**src/rtl/mcu_spi_pkg.sv**
```systemverilog
// Shared constants and FSM state type for the MCU SPI command receiver.
package mcu_spi_pkg;

    localparam logic [7:0] OPC_WRITE = 8'h02;
    localparam logic [7:0] OPC_READ  = 8'h03;

    localparam int unsigned ADDR_BYTES = 3;
    localparam int unsigned LEN_BYTES  = 2;

    typedef enum logic [2:0] {
        StIdle,
        StOpc,
        StAddr,
        StLen,
        StData,
        StSkip,
        StIssue
    } rx_state_e;

endpackage

```
**src/rtl/spi_byte_fifo.sv**
```systemverilog
// Single-clock show-ahead byte FIFO with flush.
// A push into a full FIFO succeeds when a pop lands in the same cycle.
module spi_byte_fifo #(
    parameter int unsigned DEPTH = 64
) (
    input  logic       clk_i,
    input  logic       rst_ni,
    input  logic       flush_i,
    input  logic       push_i,
    input  logic [7:0] wdata_i,
    input  logic       pop_i,
    output logic [7:0] rdata_o,
    output logic       empty_o,
    output logic       full_o
);

    localparam int unsigned PW = $clog2(DEPTH);

    logic [7:0]  mem_q [DEPTH];
    logic [PW:0] wr_ptr_q, rd_ptr_q;
    logic        do_push, do_pop;

    assign empty_o = (wr_ptr_q == rd_ptr_q);
    assign full_o  = (wr_ptr_q[PW] != rd_ptr_q[PW]) &&
                     (wr_ptr_q[PW-1:0] == rd_ptr_q[PW-1:0]);
    assign do_pop  = pop_i & ~empty_o;
    assign do_push = push_i & (~full_o | do_pop);
    assign rdata_o = mem_q[rd_ptr_q[PW-1:0]];

    always_ff @(posedge clk_i) begin
        if (!rst_ni || flush_i) begin
            wr_ptr_q <= '0;
            rd_ptr_q <= '0;
        end else begin
            wr_ptr_q <= wr_ptr_q + {{PW{1'b0}}, do_push};
            rd_ptr_q <= rd_ptr_q + {{PW{1'b0}}, do_pop};
        end
    end

    always_ff @(posedge clk_i) begin
        if (do_push && !flush_i) begin
            mem_q[wr_ptr_q[PW-1:0]] <= wdata_i;
        end
    end

endmodule

```
**src/rtl/mcu_spi_cmd_rx.sv**
```systemverilog
// MCU SPI slave front end: synchronises SCLK/CS/MOSI, decodes read/write frames into one
// command for the PSRAM controller, buffers write payload, and answers the MCU_REQ handshake.
module mcu_spi_cmd_rx
    import mcu_spi_pkg::*;
#(
    parameter int unsigned DEPTH = 64,
    parameter int unsigned AW    = 24,
    parameter int unsigned LW    = 16
) (
    input  logic          clk,
    input  logic          resetn,
    input  logic          spi_sclk,
    input  logic          spi_cs,
    input  logic          spi_mosi,
    input  logic          mcu_req,
    output logic          mcu_ack,
    output logic          cmd_valid,
    input  logic          cmd_ready,
    output logic          cmd_write,
    output logic [AW-1:0] cmd_addr,
    output logic [LW-1:0] cmd_len,
    input  logic          ctl_busy,
    input  logic          wr_rdreq,
    output logic [7:0]    wr_data,
    output logic          wr_empty,
    output logic          frame_err,
    output logic          overflow
);

    logic [2:0] sclk_q, cs_q;
    logic [1:0] mosi_q, req_q;
    logic [6:0] shift_q;
    logic [2:0] bit_cnt_q;

    rx_state_e     state_q, state_d;
    logic [1:0]    hdr_cnt_q, hdr_cnt_d;
    logic          write_q, write_d;
    logic [AW-1:0] addr_q, addr_d;
    logic [LW-1:0] len_q, len_d;
    logic          ovf_q, ovf_d;
    logic          err_q, err_d;
    logic          ack_q;

    logic       sclk_rise, cs_fall, cs_rise, cs_active, byte_done;
    logic [7:0] byte_val;
    logic       fifo_push, fifo_flush, fifo_full;

    assign sclk_rise = sclk_q[1] & ~sclk_q[2];
    assign cs_fall   = ~cs_q[1] & cs_q[2];
    assign cs_rise   = cs_q[1] & ~cs_q[2];
    assign cs_active = ~cs_q[1];
    assign byte_val  = {shift_q, mosi_q[1]};
    assign byte_done = sclk_rise & cs_active & (bit_cnt_q == 3'd7);

    always_ff @(posedge clk) begin
        if (!resetn) begin
            sclk_q    <= '0;
            cs_q      <= '0;
            mosi_q    <= '0;
            req_q     <= '0;
            shift_q   <= '0;
            bit_cnt_q <= '0;
        end else begin
            sclk_q <= {sclk_q[1:0], spi_sclk};
            cs_q   <= {cs_q[1:0], spi_cs};
            mosi_q <= {mosi_q[0], spi_mosi};
            req_q  <= {req_q[0], mcu_req};
            if (cs_fall) begin
                bit_cnt_q <= '0;
            end else if (sclk_rise && cs_active) begin
                shift_q   <= byte_val[6:0];
                bit_cnt_q <= bit_cnt_q + 3'd1;
            end
        end
    end

    always_comb begin
        state_d    = state_q;
        hdr_cnt_d  = hdr_cnt_q;
        write_d    = write_q;
        addr_d     = addr_q;
        len_d      = len_q;
        ovf_d      = ovf_q;
        err_d      = 1'b0;
        fifo_push  = 1'b0;
        fifo_flush = 1'b0;
        case (state_q)
            StIdle: begin
                if (cs_fall && !ctl_busy) begin
                    state_d   = StOpc;
                    hdr_cnt_d = '0;
                    len_d     = '0;
                    ovf_d     = 1'b0;
                end
            end
            StOpc: begin
                if (cs_rise) begin
                    err_d      = 1'b1;
                    fifo_flush = 1'b1;
                    state_d    = StIdle;
                end else if (byte_done) begin
                    if (byte_val == OPC_WRITE || byte_val == OPC_READ) begin
                        write_d = (byte_val == OPC_WRITE);
                        state_d = StAddr;
                    end else begin
                        err_d   = 1'b1;
                        state_d = StSkip;
                    end
                end
            end
            StAddr: begin
                if (cs_rise) begin
                    err_d      = 1'b1;
                    fifo_flush = 1'b1;
                    state_d    = StIdle;
                end else if (byte_done) begin
                    addr_d    = {addr_q[AW-9:0], byte_val};
                    hdr_cnt_d = hdr_cnt_q + 2'd1;
                    if (hdr_cnt_q == 2'(ADDR_BYTES - 1)) begin
                        hdr_cnt_d = '0;
                        state_d   = write_q ? StData : StLen;
                    end
                end
            end
            StLen: begin
                if (cs_rise) begin
                    if (hdr_cnt_q == 2'(LEN_BYTES)) begin
                        state_d = StIssue;
                    end else begin
                        err_d      = 1'b1;
                        fifo_flush = 1'b1;
                        state_d    = StIdle;
                    end
                end else if (byte_done && hdr_cnt_q != 2'(LEN_BYTES)) begin
                    len_d     = {len_q[LW-9:0], byte_val};
                    hdr_cnt_d = hdr_cnt_q + 2'd1;
                end
            end
            StData: begin
                if (byte_done) begin
                    fifo_push = 1'b1;
                    // A same-cycle pop frees the slot, so only a full FIFO without a pop drops.
                    if (fifo_full && !wr_rdreq) begin
                        ovf_d = 1'b1;
                    end else if (len_q != '1) begin
                        len_d = len_q + LW'(1);
                    end
                end
                if (cs_rise) begin
                    state_d = StIssue;
                end
            end
            StSkip: begin
                if (cs_rise) begin
                    state_d = StIdle;
                end
            end
            StIssue: begin
                if (cmd_ready) begin
                    state_d = StIdle;
                end
            end
            default: state_d = StIdle;
        endcase
    end

    always_ff @(posedge clk) begin
        if (!resetn) begin
            state_q   <= StIdle;
            hdr_cnt_q <= '0;
            write_q   <= 1'b0;
            addr_q    <= '0;
            len_q     <= '0;
            ovf_q     <= 1'b0;
            err_q     <= 1'b0;
            ack_q     <= 1'b0;
        end else begin
            state_q   <= state_d;
            hdr_cnt_q <= hdr_cnt_d;
            write_q   <= write_d;
            addr_q    <= addr_d;
            len_q     <= len_d;
            ovf_q     <= ovf_d;
            err_q     <= err_d;
            ack_q     <= req_q[1] & (state_q == StIdle) & ~ctl_busy;
        end
    end

    spi_byte_fifo #(
        .DEPTH (DEPTH)
    ) u_fifo (
        .clk_i   (clk),
        .rst_ni  (resetn),
        .flush_i (fifo_flush),
        .push_i  (fifo_push),
        .wdata_i (byte_val),
        .pop_i   (wr_rdreq),
        .rdata_o (wr_data),
        .empty_o (wr_empty),
        .full_o  (fifo_full)
    );

    assign cmd_valid = (state_q == StIssue);
    assign cmd_write = write_q;
    assign cmd_addr  = addr_q;
    assign cmd_len   = len_q;
    assign frame_err = err_q;
    assign overflow  = ovf_q;
    assign mcu_ack   = ack_q;

endmodule

```
**config.mk**
```make
export PLATFORM = sky130hd
export DESIGN_NAME = mcu_spi_cmd_rx
export DESIGN_NICKNAME = d
export VERILOG_FILES = /design/src/rtl/mcu_spi_pkg.sv /design/src/rtl/spi_byte_fifo.sv /design/src/rtl/mcu_spi_cmd_rx.sv
export SDC_FILE = /design/constraint.sdc
export NUM_CORES = 1
export LEC_CHECK = 0
export ABC_AREA = 1
export ABC_CLOCK_PERIOD_IN_PS = 2000
export BUFFER_PORTS_ARGS = -buffer_cell sky130_fd_sc_hd__clkbuf_2
export CORE_MARGIN = 8
export CORE_UTILIZATION = 25
export DETAILED_ROUTE_END_ITERATION = 8
export GPL_TIMING_DRIVEN = 1
export SETUP_SLACK_MARGIN = 0.15
export SLEW_MARGIN = 15
export SYNTH_ARGS = -nofsm -noshare
export SYNTH_HDL_FRONTEND = slang
export SYNTH_SLANG_ARGS = --single-unit
```
**constraint.sdc**
```tcl
create_clock -name clk -period 2 [get_ports clk]
set_input_delay 0.4 -clock clk [delete_from_list [all_inputs] [get_ports clk]]
set_output_delay 0.4 -clock clk [all_outputs]
set_load 0.01 [all_outputs]
```
==> impl_metrics.yaml, run 1 <==
sta:
  maxSlewHeadroom: 0.421
  rsz0062_at_grt: "true"
  hold_ws_ns: 0.215
  setup_ws_ns: -0.948
  hold_viol: 0
  worst_pin_slew_ns: 0.868
  fmax_mhz: 339
  finalCritPeriodShare: 1.47
  layout_min_cycle_time_ns: 2.95
  slew_viol_final: 0
  skew_ns: 0.0522
  finalSetupViolations: 551
route:
  wirelength_mm: 69.2
  drt_iter0_markers: 1515
  dr.pass1.iters: 5
  drtAntennaViolNets: 0
  via_count: 17756
  wire_per_inst_um: 17.9
  drc_errors: 0
  viasPerCell: 4.60
cells_and_area:
  antennaDiodeCount: 0
  finalNonFillerCells: 3858
  utilization: 0.329
  layout-drive-gt1-share: 0.234
  syn_to_final_growth_pct: 31.1
  final_nets: 2540
floorplanning:
  rows: 115
  die_w_um: 330
  core_um2: 98000
  io_pins: 63
  dieArea_um2: 109000
  initial_core_util: 0.251
  dieHeight_um: 330
synth:
  ys_ff_latch: 595
  ys.flop_type: "edfxtp_1"
  synth.cell_area_um2: 24600
  postSynthCellCount: 2259
  synth.yosys.seq_area_share: 0.693
  avgSynthCellArea_um2: 10.9
  async_reset_ff_frac: 0
  synth_cell_types: 41
  synth_fp_nets: 2278
  ys_warn_count: 0
  synth_edf_count: 512
setup_path:
  crit_path_end_kind: "primary output"
  cp_max_fo: 7
  cp.required_ns: 1.60
  worstPathArrival_ns: 2.55
  slowest_delay_ns: 0.46
  crit_slowest_cell: "dfxtp_4"
  crit_path_start_kind: "register"
  critPathLaunch: "u_fifo.rd_ptr_q[0]"
  r2r_cells: 14
  r2r_start: "u_fifo.rd_ptr_q[1]"
  path_cells: "buf_12, buf_16, buf_4, o21ai_0, o211ai_1, nand3_1, nand2_1, nand3_1, nand2_1, buf_8"
  rrSetupSlack_ns: -0.47
  crit_type: "register to primary output"
  crit_path_end: "wr_data[2]"
  r2r-end: "u_fifo.mem_q[6][7]"
power:
  clkPwrFrac: 0.416
  combPwrFrac: 0.081
  power_frac_seq: 0.504
  leakage_nw: 11.9
  vdd_ir_drop_max_uv: 774
  p_per_area_nw_per_um2: 854
  p_sw_frac: 0.239
  switchingPower_mw: 6.59
  power_mw: 27.5
  internal-power_mw: 21.0
global_route:
  antenna_found_initial: 0
  grt_max_degree: 66
  grt.busiest_layer: "met2"
  grt_usage: 0.120
  overflow: 0
  grt_pass1_wl_mm: 102
  gr-usage-met2: 0.201
  grt_use_met1: 0.157
  grt_pass1_vias: 16925
  use_met3: 0.0217
clock_tree:
  cts_tree: "yes"
  cts-root-buf: "clkbuf_16"
  clk_pin_slew_ns: 0.06
  insertion_delay_ns: 0.66
  clockBufferDepth: 3
  h-tree-depth: 2
  cts.sinks: 595
  cts_made_buffers: 58
placement:
  numPortBuffers: 62
  place_ws_ns: -0.596
  dp.final_hpwl_mm: 42.0
  gp_congestion: 0.858
  dp.cells: 3679
min_path:
  worst_hold_path_type: "input pin to register"
run_status:
  violations: "negative setup slack"
  status: "complete, but fails checks"
flow_run:
  maxCapViolCount: 0
==> critical path, delay by kind of cell, from the launching register on <==
kind	cells	cell delay [ns]
buf+inv	4	0.63
flops	1	0.46
simple gates	4	0.41
compound gates	2	0.38
==> worst min-delay path by stage <==
stage / from / end / slack (ns) / cells past startpoint
after floorplan: cs_q[0] / cs_q[1] / 0.39 / 2
after global placement: sclk_q[0] / sclk_q[1] / 0.39 / 2
after detailed placement: cs_q[0] / cs_q[1] / 0.40 / 2
after CTS: resetn / req_q[1] / 0.20 / 3
after global routing: resetn / sclk_q[1] / 0.24 / 3
final: resetn / req_q[1] / 0.21 / 3
==> synthesized netlist by cell type, types with 10 or more instances <==
| master | instances | area share |
|---|---|---|
| dfxtp_1 | 83 | 0.068 |
| buf_2 | 46 | 0.0094 |
| clkbuf_1 | 68 | 0.010 |
| nor2_1 | 534 | 0.081 |
| a21oi_1 | 56 | 0.011 |
| nand3_1 | 121 | 0.025 |
| o21ai_0 | 295 | 0.060 |
| o211ai_1 | 64 | 0.020 |
| ha_1 | 10 | 0.0051 |
| nand2_1 | 272 | 0.042 |
| inv_1 | 95 | 0.014 |
| edfxtp_1 | 512 | 0.62 |
| o22ai_1 | 24 | 0.0061 |
==> stage by stage <==
step | TNS (ns) | area [um^2]
floorplan | 0 | 24900
global placement | -159.86 | 28300
detailed placement | -180.76 | 28300
CTS | -172.72 | 31100
global route | -238.27 | 32200
finish | -195.91 | 32200
==> area by class of cell <==
type / count / area [um^2]
fill: 9627 / 65700
sequential: 595 / 17100
multi-input combinational: 1439 / 7630
timing repair buffer: 325 / 3540
tap: 1287 / 1610
clock buffer: 65 / 1480
clock inverter: 45 / 523
inverter: 102 / 410
==> routing by layer <==
layer  up-vias  wire length, um  share of wire
met1      8653            29400           0.42
li1       8420                -              -
met3       100             4620          0.067
met4         0             1780          0.026
met2       583            33400           0.48
met5         -                0              0
==> flip-flops by register name (all words and copies together) (netlist names) <==
register,flops
bit_cnt_q,3
cmd_addr,24
cmd_len,16
cmd_write,1
cs_q,3
frame_err,1
hdr_cnt_q,2
mcu_ack,1
mosi_q,2
overflow,1
req_q,2
sclk_q,3
shift_q,7
state_q,3
u_fifo.mem_q,512
u_fifo.rd_ptr_q,7
u_fifo.wr_ptr_q,7
==> power by group through the flow <==
stage / clock network (mW) / registers (mW) / logic (mW)
2_1_floorplan: 0 / 14.3 / 1.31
5_1_grt: 12.1 / 13.9 / 2.51
3_5_place_dp: 0 / 14.1 / 2.21
3_3_place_gp: 0 / 14.1 / 2.19
6_report: 11.4 / 13.9 / 2.23
4_1_cts: 11.6 / 13.9 / 2.23
==> kinds of logic (layout without fill, tap and decap cells) <==
family / count (synthesis) / in the layout / synth area share
adders and majority gates: 10 / 10 / 0.00509
and+or+nand+nor: 968 / 968 / 0.161
DFF: 595 / 595 / 0.693
xor gates and xnor gates: 14 / 14 / 0.00498
AOI/OAI and AO/OA: 447 / 447 / 0.0994
buffers and inverters: 225 / 537 / 0.0374
==> repair_timing <==
item                                    CTS  global route
gates resized for setup                 109           162
endpoints found under the hold margin     5             0
gates cloned                              6             8
endpoints found under the setup margin  551           560
hold buffers                              5             0
setup buffers                            12            38
pin swaps                                29            65
==> placed cells by master (no fill, tap or decap), types with 8 or more instances in the layout <==
master	count
nand3_1	98
nor2_4	69
dfxtp_2	11
o211ai_1	64
buf_16	8
o21ai_1	39
nor2_1	458
inv_1	90
bufinv_16	9
a21oi_2	10
a21oi_1	46
buf_4	153
buf_8	10
clkinv_2	14
o22ai_1	23
o21ai_0	255
nand4_1	8
clkinv_1	11
clkbuf_16	66
nand2_1	252
nand3_4	10
buf_6	29
nor2_2	10
buf_12	57
edfxtp_1	512
nand3_2	15
clkbuf_2	53
dfxtp_1	70
nand2_2	18
Power figures use the tool's default switching activity.
==> inputs of run 2 (changes only) <==
Settings changed: MAX_ROUTING_LAYER set to met4.
==> run 2 against run 1 <==
Compared with the run above: critical path depth did not move; clock skew is 0.0011 ns lower; combinational power grew 9.4%; routed wire length up 0.70%; critical path type unchanged; worst hold slack barely moved; sequential share of layout area decreased by 0.36 points; first-iteration DRC count down 6.3%; clock power about the same; the flow still finishes with violations (negative setup slack); total power is 0.78% higher; cell area increased by 0.68%.
==> impl_metrics.yaml, run 2 (synthesis results as in run 1) <==
clock_tree:
  clockBufferDepth: 3
  cts_tree: "yes"
  h-tree-depth: 2
  insertion_delay_ns: 0.65
  cts_made_buffers: 58
  cts-root-buf: "clkbuf_16"
  cts.sinks: 595
  clk_pin_slew_ns: 0.06
sta:
  rsz0062_at_grt: "true"
  hold_viol: 0
  slew_viol_final: 0
  worst_pin_slew_ns: 0.877
  maxSlewHeadroom: 0.415
  fmax_mhz: 339
  setup_ws_ns: -0.954
  finalCritPeriodShare: 1.48
  skew_ns: 0.0511
  finalSetupViolations: 551
  layout_min_cycle_time_ns: 2.95
power:
  clkPwrFrac: 0.412
  switchingPower_mw: 6.73
  p_sw_frac: 0.242
  combPwrFrac: 0.088
  internal-power_mw: 21.0
  power_frac_seq: 0.500
  p_per_area_nw_per_um2: 855
  leakage_nw: 12.0
  power_mw: 27.8
  vdd_ir_drop_max_uv: 779
cells_and_area:
  largest_reg_flops: 512
  final_cell_mix: "edfxtp_1, nor2_1, o21ai_0, nand2_1, buf_4"
  antennaDiodeCount: 0
  final_nets: 2551
  finalNonFillerCells: 3869
  fillers: 9598
  layout-drive-gt1-share: 0.242
  final_common_cell: "edfxtp_1"
  syn_to_final_growth_pct: 32.0
setup_path:
  worstPathArrival_ns: 2.55
  cp_max_fo: 16
  crit_type: "register to primary output"
  cp.required_ns: 1.60
  crit_path_end_kind: "primary output"
  crit_path_start_kind: "register"
floorplanning:
  die_w_um: 330
  initial_core_util: 0.251
  dieHeight_um: 330
  rows: 115
  core_um2: 98000
  dieArea_um2: 109000
  io_pins: 63
placement:
  gp_congestion: 0.872
  place_ws_ns: -0.596
  dp.cells: 3679
  numPortBuffers: 62
  dp.final_hpwl_mm: 42.0
route:
  dr.pass1.iters: 5
  via_count: 17962
  wirelength_mm: 69.7
  drt_iter0_markers: 1420
  wire_per_inst_um: 18.0
  drtAntennaViolNets: 0
  drc_errors: 0
  viasPerCell: 4.64
run_status:
  status: "complete, but fails checks"
  violations: "negative setup slack"
global_route:
  overflow: 0
  grt_pass1_wl_mm: 102
  grt_usage: 0.123
  grt_max_degree: 66
  antenna_found_initial: 0
  grt_pass1_vias: 16939
min_path:
  worst_hold_path_type: "input pin to register"
flow_run:
  maxCapViolCount: 0
-- run 2: changes by cell type in the layout (fill, tap and decap cells not counted), moves of 3 or more --
cell | before | now
buf_6 | 29 | 37
buf_8 | 10 | 7
nand2_1 | 252 | 244
nand2_2 | 18 | 24
o21ai_0 | 255 | 259
o21ai_1 | 39 | 36
-- run 2: area by class of cell --
| cell class | instances | area, um^2 | area share |
|---|---|---|---|
| timing repair buffer | 333 | 3660 | 0.113 |
| inverter | 102 | 410 | 0.0126 |
| sequential | 595 | 17100 | 0.525 |
| clock inverter | 45 | 523 | 0.0161 |
| multi-input combinational | 1442 | 7730 | 0.238 |
| clock buffer | 65 | 1480 | 0.0455 |
| tap | 1287 | 1610 | 0.0496 |
-- run 2: routing by layer --
metal,vias up,share of wire,track usage
met3,109,0.065,0.0193
met4,0,0.026,0.0328
li1,8448,-,-
met2,668,0.48,0.201
met5,-,0,-
met1,8737,0.43,0.160
-- run 2: stage by stage --
step | hold WS (ns) | instance area (um^2) | util | setup TNS (ns)
final | 0.215 | 32500 | 0.331 | -193.60
after global routing | 0.240 | 32500 | 0.331 | -235.31
after global placement | 0.393 | 28300 | 0.289 | -159.86
after floorplan | 0.390 | 24900 | - | 0
after CTS | 0.196 | 31100 | 0.317 | -172.72
after detailed placement | 0.398 | 28300 | 0.289 | -180.76
-- run 2: what timing repair did --
action                                 in CTS  in global routing
setup buffers                              12                 46
pin swaps                                  29                 77
setup endpoints to repair                 551                560
endpoints found under the hold margin       5                  0
gates resized for setup                   109                180
hold buffers                                5                  0
cloned                                      6                 11
-- run 2: path summary, 6_finish.rpt --
check / start / slack [ns] / end / depth (start not counted)
worst max-delay path: u_fifo.rd_ptr_q[0] / -0.95 / wr_data[2] / 10
worst min register to register: req_q[0] / 0.41 / req_q[1] / 2
worst min-delay path: resetn / 0.21 / req_q[1] / 3
worst max register to register: u_fifo.rd_ptr_q[1] / -0.46 / u_fifo.wr_ptr_q[6] / 18
-- run 2: worst max-delay path, cell delays in order (launching register included) --
cell and delay [ns]:
dfxtp_4 0.46, inv_12 0.10, buf_4 0.16, clkbuf_16 0.17, o21ai_0 0.20, o211ai_1 0.14, nand3_1 0.15, nand4_1 0.17
nand2_1 0.12, nand2_1 0.07, clkbuf_8 0.16
-- run 2: power by group through the flow --
stage / clock (mW) / combinational [mW] / sequential (mW)
finish: 11.4 / 2.44 / 13.9
global route: 12.1 / 2.70 / 13.9
CTS: 11.6 / 2.23 / 13.9
detailed placement: 0 / 2.21 / 14.1
global placement: 0 / 2.19 / 14.1
floorplan: 0 / 1.31 / 14.3
